--- src/rtl/variable_pkg.sv ---
// Shared playfield geometry, fixed-point types and controller enums for throw_ctl
// and the projectile/HUD draw stages.
package variable_pkg;

    localparam int POS_W = 13;
    localparam int VEL_W = 8;

    typedef logic signed [POS_W-1:0] pos_t;
    typedef logic signed [VEL_W-1:0] vel_t;

    typedef enum logic [1:0] {
        ST_IDLE   = 2'd0,
        ST_CHARGE = 2'd1,
        ST_FLIGHT = 2'd2,
        ST_RESULT = 2'd3
    } state_t;

    typedef enum logic [1:0] {
        HIT_NONE   = 2'd0,
        HIT_FENCE  = 2'd1,
        HIT_TARGET = 2'd2,
        HIT_OUT    = 2'd3
    } hit_t;

    localparam pos_t SCREEN_X_MAX = 13'sd1023;

    localparam pos_t FENCE_X0 = 13'sd497;
    localparam pos_t FENCE_X1 = 13'sd527;
    localparam pos_t FENCE_Y0 = 13'sd384;
    localparam pos_t FENCE_Y1 = 13'sd743;

    localparam pos_t GROUND_Y = 13'sd669;

    localparam pos_t CAT_BOX_X0 = 13'sd100;
    localparam pos_t CAT_BOX_X1 = 13'sd163;
    localparam pos_t DOG_BOX_X0 = 13'sd860;
    localparam pos_t DOG_BOX_X1 = 13'sd923;
    localparam pos_t BOX_Y0     = 13'sd605;
    localparam pos_t BOX_Y1     = 13'sd668;

    localparam pos_t CAT_LAUNCH_X = 13'sd164;
    localparam pos_t DOG_LAUNCH_X = 13'sd859;
    localparam pos_t LAUNCH_Y     = 13'sd600;

    function automatic logic in_box(input pos_t x, input pos_t y,
                                    input pos_t x0, input pos_t x1,
                                    input pos_t y0, input pos_t y1);
        return (x >= x0) && (x <= x1) && (y >= y0) && (y <= y1);
    endfunction

endpackage

--- src/rtl/throw_physics.sv ---
// One ballistic step of the projectile plus classification of what the new
// position collides with; purely combinational.
module throw_physics
    import variable_pkg::*;
#(
    parameter int GRAVITY = 1
) (
    input  pos_t       x,
    input  pos_t       y,
    input  vel_t       vx,
    input  vel_t       vy,
    input  logic       turn,
    output pos_t       nx,
    output pos_t       ny,
    output vel_t       nvy,
    output hit_t       hit
);

    localparam vel_t GRAV_V = vel_t'(GRAVITY);

    logic opp_box;
    logic out_of_play;

    assign nx  = x + {{(POS_W-VEL_W){vx[VEL_W-1]}}, vx};
    assign ny  = y + {{(POS_W-VEL_W){vy[VEL_W-1]}}, vy};
    assign nvy = vy + GRAV_V;

    // The thrower's own box is never a target: the cat aims at the dog and vice versa.
    assign opp_box = turn ? in_box(nx, ny, CAT_BOX_X0, CAT_BOX_X1, BOX_Y0, BOX_Y1)
                          : in_box(nx, ny, DOG_BOX_X0, DOG_BOX_X1, BOX_Y0, BOX_Y1);

    // Leaving through the top is allowed; only ground and the side edges end a throw.
    assign out_of_play = (ny >= GROUND_Y) || nx[POS_W-1] || (nx > SCREEN_X_MAX);

    always_comb begin
        hit = HIT_NONE;
        if (in_box(nx, ny, FENCE_X0, FENCE_X1, FENCE_Y0, FENCE_Y1)) begin
            hit = HIT_FENCE;
        end else if (opp_box) begin
            hit = HIT_TARGET;
        end else if (out_of_play) begin
            hit = HIT_OUT;
        end
    end

endmodule

--- src/rtl/throw_ctl.sv ---
// Turn, power-charge and flight controller for the cat-vs-dog throwing game,
// paced by the rising edge of vblnk. Optional scoring: define THROW_SCORE_EN.
module throw_ctl
    import variable_pkg::*;
#(
    parameter int PWR_MAX     = 63,
    parameter int GRAVITY     = 1,
    parameter int HOLD_FRAMES = 60
) (
    input  logic        clk60MHz,
    input  logic        rst_n,
    input  logic        vblnk,
    input  logic        fire_cat,
    input  logic        fire_dog,
    output logic        turn,
    output logic [1:0]  state,
    output logic [5:0]  power,
    output logic        proj_active,
    output logic [10:0] proj_x,
    output logic [10:0] proj_y,
    output logic        hit_cat,
    output logic        hit_dog,
    output logic        fence_hit
`ifdef THROW_SCORE_EN
    ,
    output logic [3:0]  score_cat,
    output logic [3:0]  score_dog
`endif
);

    localparam int             HOLD_W    = $clog2(HOLD_FRAMES + 1);
    localparam logic [HOLD_W-1:0] HOLD_LAST = HOLD_W'(HOLD_FRAMES - 1);
    localparam logic [5:0]     PWR_SAT   = 6'(PWR_MAX);

    logic              vblnk_q;
    state_t            state_q,     state_d;
    logic              turn_q,      turn_d;
    logic [5:0]        power_q,     power_d;
    pos_t              pos_x_q,     pos_x_d;
    pos_t              pos_y_q,     pos_y_d;
    vel_t              vx_q,        vx_d;
    vel_t              vy_q,        vy_d;
    logic [HOLD_W-1:0] hold_q,      hold_d;
    logic              active_q,    active_d;
    logic              hit_cat_q,   hit_cat_d;
    logic              hit_dog_q,   hit_dog_d;
    logic              fence_q,     fence_d;

    logic tick;
    logic fire_act;
    logic halt;
    vel_t vx_mag;
    pos_t phys_nx;
    pos_t phys_ny;
    vel_t phys_nvy;
    hit_t phys_hit;

    assign tick     = vblnk & ~vblnk_q;
    assign fire_act = turn_q ? fire_dog : fire_cat;
    assign vx_mag   = vel_t'({3'b000, power_q[5:1]});

    throw_physics #(
        .GRAVITY (GRAVITY)
    ) u_physics (
        .x    (pos_x_q),
        .y    (pos_y_q),
        .vx   (vx_q),
        .vy   (vy_q),
        .turn (turn_q),
        .nx   (phys_nx),
        .ny   (phys_ny),
        .nvy  (phys_nvy),
        .hit  (phys_hit)
    );

`ifdef THROW_SCORE_EN
    logic [3:0] score_cat_q, score_cat_d;
    logic [3:0] score_dog_q, score_dog_d;

    // Once either side reaches 9 the game is over and RESULT never releases.
    assign halt = (score_cat_q == 4'd9) || (score_dog_q == 4'd9);

    always_comb begin
        score_cat_d = score_cat_q;
        score_dog_d = score_dog_q;
        if (hit_cat_d && score_cat_q != 4'd9) begin
            score_cat_d = score_cat_q + 4'd1;
        end
        if (hit_dog_d && score_dog_q != 4'd9) begin
            score_dog_d = score_dog_q + 4'd1;
        end
    end

    always_ff @(posedge clk60MHz or negedge rst_n) begin
        if (!rst_n) begin
            score_cat_q <= 4'd0;
            score_dog_q <= 4'd0;
        end else begin
            score_cat_q <= score_cat_d;
            score_dog_q <= score_dog_d;
        end
    end

    assign score_cat = score_cat_q;
    assign score_dog = score_dog_q;
`else
    assign halt = 1'b0;
`endif

    always_comb begin
        state_d   = state_q;
        turn_d    = turn_q;
        power_d   = power_q;
        pos_x_d   = pos_x_q;
        pos_y_d   = pos_y_q;
        vx_d      = vx_q;
        vy_d      = vy_q;
        hold_d    = hold_q;
        active_d  = active_q;
        hit_cat_d = 1'b0;
        hit_dog_d = 1'b0;
        fence_d   = 1'b0;

        case (state_q)
            ST_IDLE: begin
                if (fire_act) begin
                    state_d = ST_CHARGE;
                    power_d = 6'd1;
                end
            end
            ST_CHARGE: begin
                // Release wins over a coincident tick, so the last increment is dropped.
                if (!fire_act) begin
                    state_d  = ST_FLIGHT;
                    vx_d     = turn_q ? -vx_mag : vx_mag;
                    vy_d     = -vel_t'({2'b00, power_q});
                    pos_x_d  = turn_q ? DOG_LAUNCH_X : CAT_LAUNCH_X;
                    pos_y_d  = LAUNCH_Y;
                    active_d = 1'b1;
                end else if (tick && power_q != PWR_SAT) begin
                    power_d = power_q + 6'd1;
                end
            end
            ST_FLIGHT: begin
                if (tick) begin
                    pos_x_d = phys_nx;
                    pos_y_d = phys_ny;
                    vy_d    = phys_nvy;
                    if (phys_hit != HIT_NONE) begin
                        state_d   = ST_RESULT;
                        active_d  = 1'b0;
                        hold_d    = '0;
                        fence_d   = (phys_hit == HIT_FENCE);
                        hit_dog_d = (phys_hit == HIT_TARGET) && !turn_q;
                        hit_cat_d = (phys_hit == HIT_TARGET) && turn_q;
                    end
                end
            end
            ST_RESULT: begin
                if (tick) begin
                    if (hold_q == HOLD_LAST) begin
                        if (!halt) begin
                            state_d = ST_IDLE;
                            turn_d  = ~turn_q;
                            hold_d  = '0;
                        end
                    end else begin
                        hold_d = hold_q + HOLD_W'(1);
                    end
                end
            end
            default: state_d = ST_IDLE;
        endcase
    end

    always_ff @(posedge clk60MHz or negedge rst_n) begin
        if (!rst_n) begin
            vblnk_q   <= 1'b0;
            state_q   <= ST_IDLE;
            turn_q    <= 1'b0;
            power_q   <= 6'd0;
            pos_x_q   <= '0;
            pos_y_q   <= '0;
            vx_q      <= '0;
            vy_q      <= '0;
            hold_q    <= '0;
            active_q  <= 1'b0;
            hit_cat_q <= 1'b0;
            hit_dog_q <= 1'b0;
            fence_q   <= 1'b0;
        end else begin
            vblnk_q   <= vblnk;
            state_q   <= state_d;
            turn_q    <= turn_d;
            power_q   <= power_d;
            pos_x_q   <= pos_x_d;
            pos_y_q   <= pos_y_d;
            vx_q      <= vx_d;
            vy_q      <= vy_d;
            hold_q    <= hold_d;
            active_q  <= active_d;
            hit_cat_q <= hit_cat_d;
            hit_dog_q <= hit_dog_d;
            fence_q   <= fence_d;
        end
    end

    assign turn        = turn_q;
    assign state       = state_q;
    assign power       = power_q;
    assign proj_active = active_q;
    assign proj_x      = pos_x_q[10:0];
    assign proj_y      = pos_y_q[10:0];
    assign hit_cat     = hit_cat_q;
    assign hit_dog     = hit_dog_q;
    assign fence_hit   = fence_q;

endmodule

--- config.mk ---
export PLATFORM = sky130hd
export DESIGN_NAME = throw_ctl
export DESIGN_NICKNAME = d
export VERILOG_FILES = /design/src/rtl/variable_pkg.sv /design/src/rtl/throw_physics.sv /design/src/rtl/throw_ctl.sv
export SDC_FILE = /design/constraint.sdc
export NUM_CORES = 1
export LEC_CHECK = 0
export CELL_PAD_IN_SITES_DETAIL_PLACEMENT = 0
export CELL_PAD_IN_SITES_GLOBAL_PLACEMENT = 2
export CORE_ASPECT_RATIO = 1.5
export CORE_MARGIN = 2
export CORE_UTILIZATION = 39
export DETAILED_ROUTE_END_ITERATION = 8
export PLACE_DENSITY_LB_ADDON = 0.1
export SLEW_MARGIN = 25
export SYNTH_ARGS = -nofsm -noshare
export SYNTH_HDL_FRONTEND = slang
export SYNTH_SLANG_ARGS = --single-unit
--- constraint.sdc ---
create_clock -name clk60MHz -period 7.05 [get_ports clk60MHz]
set_clock_uncertainty 0.05 [all_clocks]
set_input_delay 1.7625 -clock clk60MHz [delete_from_list [all_inputs] [get_ports clk60MHz]]
set_output_delay 1.7625 -clock clk60MHz [all_outputs]
set_load 0.1 [all_outputs]
==> results.md, run 1 <==
- Post-synth EDFFs: 0
- Crit end category: register
- Min Tclk post-route: 4.41 ns
- Critical path class: primary input to register
- Required @ worst endpoint: 7.27 ns
- Worst Hold Class: register to register
- DPL Wire Length: 9570 µm
- Final period utilization: 62.5%
- Layout cells sized above 1: 6.36%
- Syn Nets: 590
- Die Wd: 94.3 µm
- RSZ-0062 raised after global routing: no
- Mapped Avg Cell Area: 8.69 µm²
- Hold path cells: 2
- Initial antenna violation count: 0
- Grt total ovfl: 0
- First-pass DRT Iterations: 4
- Max stage delay on crit path: 0.62 ns
- Total CTS buffers: 9
- Measured slew at the worst slew-check pin: 0.982 ns
- GRT Total Usage: 20.2%
- Die height: 139 µm
- Synthesized area: 0.00477 mm²
- IO Port Bufs: 39
- Rel. slew slack: 34.3%
- WP data arrival: 4.63 ns
- Critical path's slowest cell: and2_1
- DRC viols: 0
- Status: finished clean
- Synth Instances: 549
- Via-to-Cell Ratio: 5.66
- Fillers: 1,198
- Area Growth Syn to Fin: 14.2%
- RR Endpoint: state[1]
- R2r setup slk: 2.96 ns
- Final setup viols: 0
- Max Clock Freq: 227 MHz
- Gates resized, CTS repair: 0
- Routed wire length: 12,700 µm
- IO Count: 40
- Vias in the first global route: 4,064
- Die ar.: 0.0132 mm²
- Reg-to-Reg Start: pos_x_q[0]
- Antenna Nets Post-Route: 0
- Setup TNS: 0 ns
- Skew-Pair Late Insertion Delay: 0.33 ns
- Initial Util: 39.9%
- Post-synthesis sequential area ratio: 32.5%
- Synth Register Bits: 62
- First-pass GRT wire length: 20,800 µm
- Ant. Diodes: 0
- Final #Nets: 602
- Row count: 49
- Clock sink count: 62
- Worst path bufs/invs: 1
- Slew Limit Fails: 0
- Max-cap viol count: 0
- Hold_buf cts: 0
- Clk slew on worst S/H paths: 0.05 ns
- WL/cell: 17.7 µm
- Post-synth cell types: 68
- Worst Path Max Fanout: 22
- Setup bufs post-CTS: 0
- TritonCTS clock tree: yes
- Final hold violations: 0
- Crit-path cells: clkdlybuf4s50_1 > mux2i_1 > nand2b_1 > and2_1 > nand2_1 > a211oi_1 > a21o_1
- H-tree depth: 3
- CTS Root Cell: clkbuf_16
- Asr flop ratio synth: 100%
- Critical path startpoint category: primary input
- Critical path's top delay family: simple AND/OR/NAND/NOR gates
- Initial DRC count: 190
- Reg2Reg Depth: 12
- Synth Flop Type: dfrtp_1
- Via Count: 4,066
- Largest net degree at the start of global routing: 63
- Core area: 0.0120 mm²
- Worst hold endpoint: vx_q[2]
- Placer Congestion: 0.810
- Synth Warn #: 0
- Buffer depth of the longest clock path: 2
- Min-delay src: vx_q[2]
-- layout by cell type (no fill, tap or decap), types with 3 or more instances in the layout --
cell type / instances
ha_1: 34
nor2b_1: 4
o21ai_1: 3
a211oi_1: 4
clkbuf_16: 9
mux2i_1: 6
nand3_1: 19
buf_4: 4
inv_1: 14
nand4_1: 7
or3_1: 7
a21oi_1: 37
clkdlybuf4s50_1: 38
o22a_1: 4
a22oi_1: 3
xnor2_1: 16
and3_1: 7
nor2_1: 37
o21a_1: 4
nor3_1: 12
nand2_1: 54
o21ai_0: 42
o2bb2ai_1: 5
a22o_1: 6
xor2_1: 18
a21o_1: 13
o22ai_1: 17
a31oi_1: 8
dfrtp_1: 62
nand2b_1: 11
and2_1: 6
-- registers in the layout (all words and copies together), names as in the netlist, 2 cells and up --
| signal | cells |
|---|---|
| pos_x_q | 13 |
| pos_y_q | 13 |
| vx_q | 8 |
| vy_q | 8 |
| hold_q | 6 |
| power | 6 |
| state | 2 |
-- per-layer routing --
metal  up-vias  GRT usage, %  part of all wire, %  wire length, µm
met4         0          6.86                  1.6              206
met5         -             0                    0                0
met2        66          35.6                   52             6660
li1       2018             -                    -                -
met1      1967          24.7                   44             5600
met3        15          3.41                  2.2              279
-- synth_stat cells, types with 3 or more instances --
cell type  number  area (µm²)
a22oi_1         3        22.5
and3_1          7        43.8
o21ai_0        42         210
nand2b_1       11        68.8
clkbuf_1       16        60.1
nand4_1         7        43.8
xnor2_1        16         140
dfrtp_1        62        1550
o21a_1          4        30.0
and2_1          6        37.5
mux2i_1         6        60.1
nor2b_1         4        25.0
buf_4          22         165
o2bb2ai_1       5        43.8
xor2_1         18         158
a22o_1          6        52.6
a21oi_1        37         185
nor3_1         12        60.1
or3_1           7        43.8
nor2_1         37         139
buf_2           3        15.0
nand3_1        19        95.1
o22a_1          4        35.0
ha_1           34         425
o22ai_1        17         106
o21ai_1         3        15.0
a211oi_1        4        30.0
inv_1          14        52.6
a31oi_1         8        50.1
a21o_1         13        97.6
nand2_1        54         203
-- cell type report --
type	count	area (µm²)	area share [%]
clock buffers	12	246	4.52
clock inverters	4	70.1	1.29
inverters	14	52.6	0.964
multi-input cells	431	2920	53.6
flip-flops and latches	62	1550	28.5
well taps	153	191	3.51
repair buffers	43	415	7.62
-- worst min-delay path, delay by kind of cell, from the launching register on --
family / cells / cell delay (ns)
compound gates: 1 / 0.06
simple gates: 1 / 0.05
flops: 1 / 0.35
-- kinds of logic (layout without fill, tap and decap cells) --
family	Yosys count	after routing	share of synthesized area, %
AND/OR/NAND/NOR	176	176	18.2
buffers and inverters	56	73	6.21
adder cells (fa/ha/maj)	36	36	9.75
multiplexers	8	8	1.89
XOR/XNOR	34	34	6.24
AO/OA/AOI/OAI	177	177	25.2
flip-flops	62	62	32.5
-- metrics by stage --
step / area, µm² / hold WS (ns) / setup slack (ns) / std cells / utilization (%)
floorplan: 4770 / 0.404 / 3.46 / 549 / -
global placement: 5130 / 0.423 / 2.34 / 703 / 43.0
detailed placement: 5130 / 0.433 / 2.28 / 703 / 43.0
CTS: 5450 / 0.444 / 2.62 / 719 / 45.6
global route: 5450 / 0.473 / 2.33 / 719 / 45.6
finish: 5450 / 0.440 / 2.64 / 719 / 45.6
-- worst max-delay path by stage --
stage / startpoint / endpoint / slack (ns) / cells past startpoint
finish: fire_dog / pos_x_q[7] / 2.64 / 7
global route: fire_dog / pos_x_q[7] / 2.33 / 7
CTS: fire_dog / pos_x_q[7] / 2.62 / 7
detailed placement: fire_dog / pos_x_q[7] / 2.28 / 7
global placement: fire_dog / pos_x_q[7] / 2.34 / 7
floorplan: pos_x_q[0] / hold_q[0] / 3.46 / 12
Power of run 1 is left out: the tool's default activity adds up to more than one toggle a clock period on the data nets, which glitch-free logic cannot reach.
==> inputs of run 2 (changes only) <==
--- a/config.mk
+++ b/config.mk
@@ -9,7 +9,7 @@
 export CELL_PAD_IN_SITES_GLOBAL_PLACEMENT = 2
 export CORE_ASPECT_RATIO = 1.5
 export CORE_MARGIN = 2
-export CORE_UTILIZATION = 39
+export CORE_UTILIZATION = 36
 export DETAILED_ROUTE_END_ITERATION = 8
 export PLACE_DENSITY_LB_ADDON = 0.1
 export SLEW_MARGIN = 25
==> constraint.sdc (replaced) <==
create_clock -name clk60MHz -period 4.3 [get_ports clk60MHz]
set_clock_uncertainty 0.05 [all_clocks]
set_input_delay 1.075 -clock clk60MHz [delete_from_list [all_inputs] [get_ports clk60MHz]]
set_output_delay 1.075 -clock clk60MHz [all_outputs]
set_load 0.1 [all_outputs]
==> run 2 against run 1 <==
  * Via count about the same
  * Setup slack worse by 2.3 ns
  * Global-route usage down 1.1 points
  * Highest routed layer unchanged
  * Sequential cell count unchanged
  * Critical path type is now register to register
  * First-iteration DRC count up 2.6%
==> results.md, run 2 (synthesized netlist as in run 1, its figures left out) <==
- Status: finished clean
- Worst Path Max Fanout: 7
- Row count: 51
- Required @ worst endpoint: 4.46 ns
- Final #Nets: 612
- Setup bufs post-CTS: 0
- Vias in the first global route: 4,121
- Final hold violations: 0
- Commonest non-fill, non-tap cell in the layout: dfrtp_1
- Multi-input gate area in the final layout: 0.00292 mm²
- Ant. Diodes: 0
- First-pass GRT wire length: 21,700 µm
- Reg area: 0.00155 mm²
- Slew Limit Fails: 0
- Max stage delay on crit path: 0.55 ns
- Initial DRC count: 195
- Top flop regs: pos_x_q: 13 flops, pos_y_q: 13 flops
- Placer Congestion: 0.826
- WP data arrival: 4.11 ns
- Layout cells sized above 1: 8.16%
- Antenna Nets Post-Route: 0
- Most frequent cells in the layout: dfrtp_1, nand2_1, o21ai_0
- Initial Util: 36.8%
- IO Port Bufs: 39
- Die Wd: 98.0 µm
- Crit-path cells: ha_1 > fa_1 > a21o_1 > and3_4 > o21ba_2 > a311o_1 > or4_1 > nor3_1 > o21ai_0 > a31oi_4 > o21ai_2 > mux2_4
- Critical path's slowest cell: or4_1
- Initial antenna violation count: 0
- Critical path startpoint category: register
- Grt total ovfl: 0
- IO Count: 40
- RSZ-0062 raised after global routing: no
- DRC viols: 0
- Core Util, Final: 42.5%
- Buffer depth of the longest clock path: 2
- Die height: 145 µm
- Via Count: 4,068
- Total CTS buffers: 9
- Max-cap viol count: 0
- Max Clock Freq: 253 MHz
- Gates resized, CTS repair: 0
- Core area: 0.0130 mm²
- TritonCTS clock tree: yes
- Skew-Pair Late Insertion Delay: 0.33 ns
- Largest net degree at the start of global routing: 35
- WL/cell: 18.2 µm
- Rel. slew slack: 34.0%
- Measured slew at the worst slew-check pin: 0.987 ns
- Clk slew on worst S/H paths: 0.06 ns
- Die ar.: 0.0142 mm²
- Crit end category: register
- Critical path class: register to register
- Worst Hold Class: register to register
- Final period utilization: 91.8%
- Non-filler cells, final: 735
- Setup TNS: 0 ns
- Worst path bufs/invs: 0
- Critical path's top delay family: compound AO/OA/AOI/OAI gates
- Routed wire length: 13,400 µm
- Fillers: 1,316
- Clock sink count: 62
- Final setup viols: 0
- H-tree depth: 3
- Area Growth Syn to Fin: 15.4%
- GRT Total Usage: 19.1%
- First-pass DRT Iterations: 4
- Via-to-Cell Ratio: 5.53
- Min Tclk post-route: 3.95 ns
- Hold_buf cts: 0
- DPL Wire Length: 10000 µm
- Placed cells: 719
- CTS Root Cell: clkbuf_16
==> run 2: changes by cell type in the layout (fill, tap and decap cells not counted), sizes merged <==
cell and delta:
clkdlybuf4s50 -1, clkinvlp +2, clkinv -1, clkbuf -1, inv +1, buf +11, bufinv -1
==> run 2: worst register-to-register path, cell delays in order, from the launching register on <==
cell,delay (ns)
dfrtp_1,0.40
ha_1,0.27
fa_1,0.47
a21o_1,0.21
and3_4,0.19
o21ba_2,0.19
a311o_1,0.36
or4_1,0.55
nor3_1,0.19
o21ai_0,0.18
a31oi_4,0.36
o21ai_2,0.12
mux2_4,0.31
==> run 2: stage by stage <==
stage | worst slack, ns | instance area [µm²] | hold slack [ns]
2_1_floorplan | 0.712 | 4770 | 0.404
3_3_place_gp | 0.379 | 5220 | 0.423
3_5_place_dp | 0.379 | 5220 | 0.438
4_1_cts | 0.374 | 5510 | 0.451
5_1_grt | 0.153 | 5510 | 0.469
6_report | 0.352 | 5510 | 0.443
==> run 2: final cells by class <==
class,instances,share of cell area [%]
Timing Repair Buffer,53,8.86
Inverter,14,0.954
Tap cell,159,3.61
Sequential cell,62,28.2
Clock buffer,11,4.23
Multi-Input combinational cell,431,53.1
Clock inverter,5,1.07
==> run 2: path summary, 6_finish.rpt <==
| path | from | endpoint | slack (ns) | depth (start not counted) |
|---|---|---|---|---|
| setup / recovery | pos_x_q[0] | hold_q[0] | 0.35 | 12 |
| hold reg to reg | vx_q[0] | vx_q[0] | 0.44 | 2 |
| min in group asynchronous | rst_n | pos_x_q[5] | 0.81 | 1 |
| setup reg to reg | pos_x_q[0] | hold_q[0] | 0.35 | 12 |
| max in group asynchronous | rst_n | pos_y_q[9] | 2.61 | 2 |
| hold / removal | vx_q[0] | vx_q[0] | 0.44 | 2 |
==> run 2: per-layer routing <==
| metal | routed length, µm | up-vias | part of all wire, % | track usage (%) |
|---|---|---|---|---|
| met5 | 0 | - | 0 | 0 |
| met4 | 117 | 0 | 0.88 | 4.44 |
| met3 | 307 | 8 | 2.3 | 3.23 |
| met2 | 6870 | 59 | 51 | 34.3 |
| met1 | 6070 | 1971 | 45 | 23.7 |
| li1 | - | 2030 | - | - |
Power of run 2 is left out for the same reason.
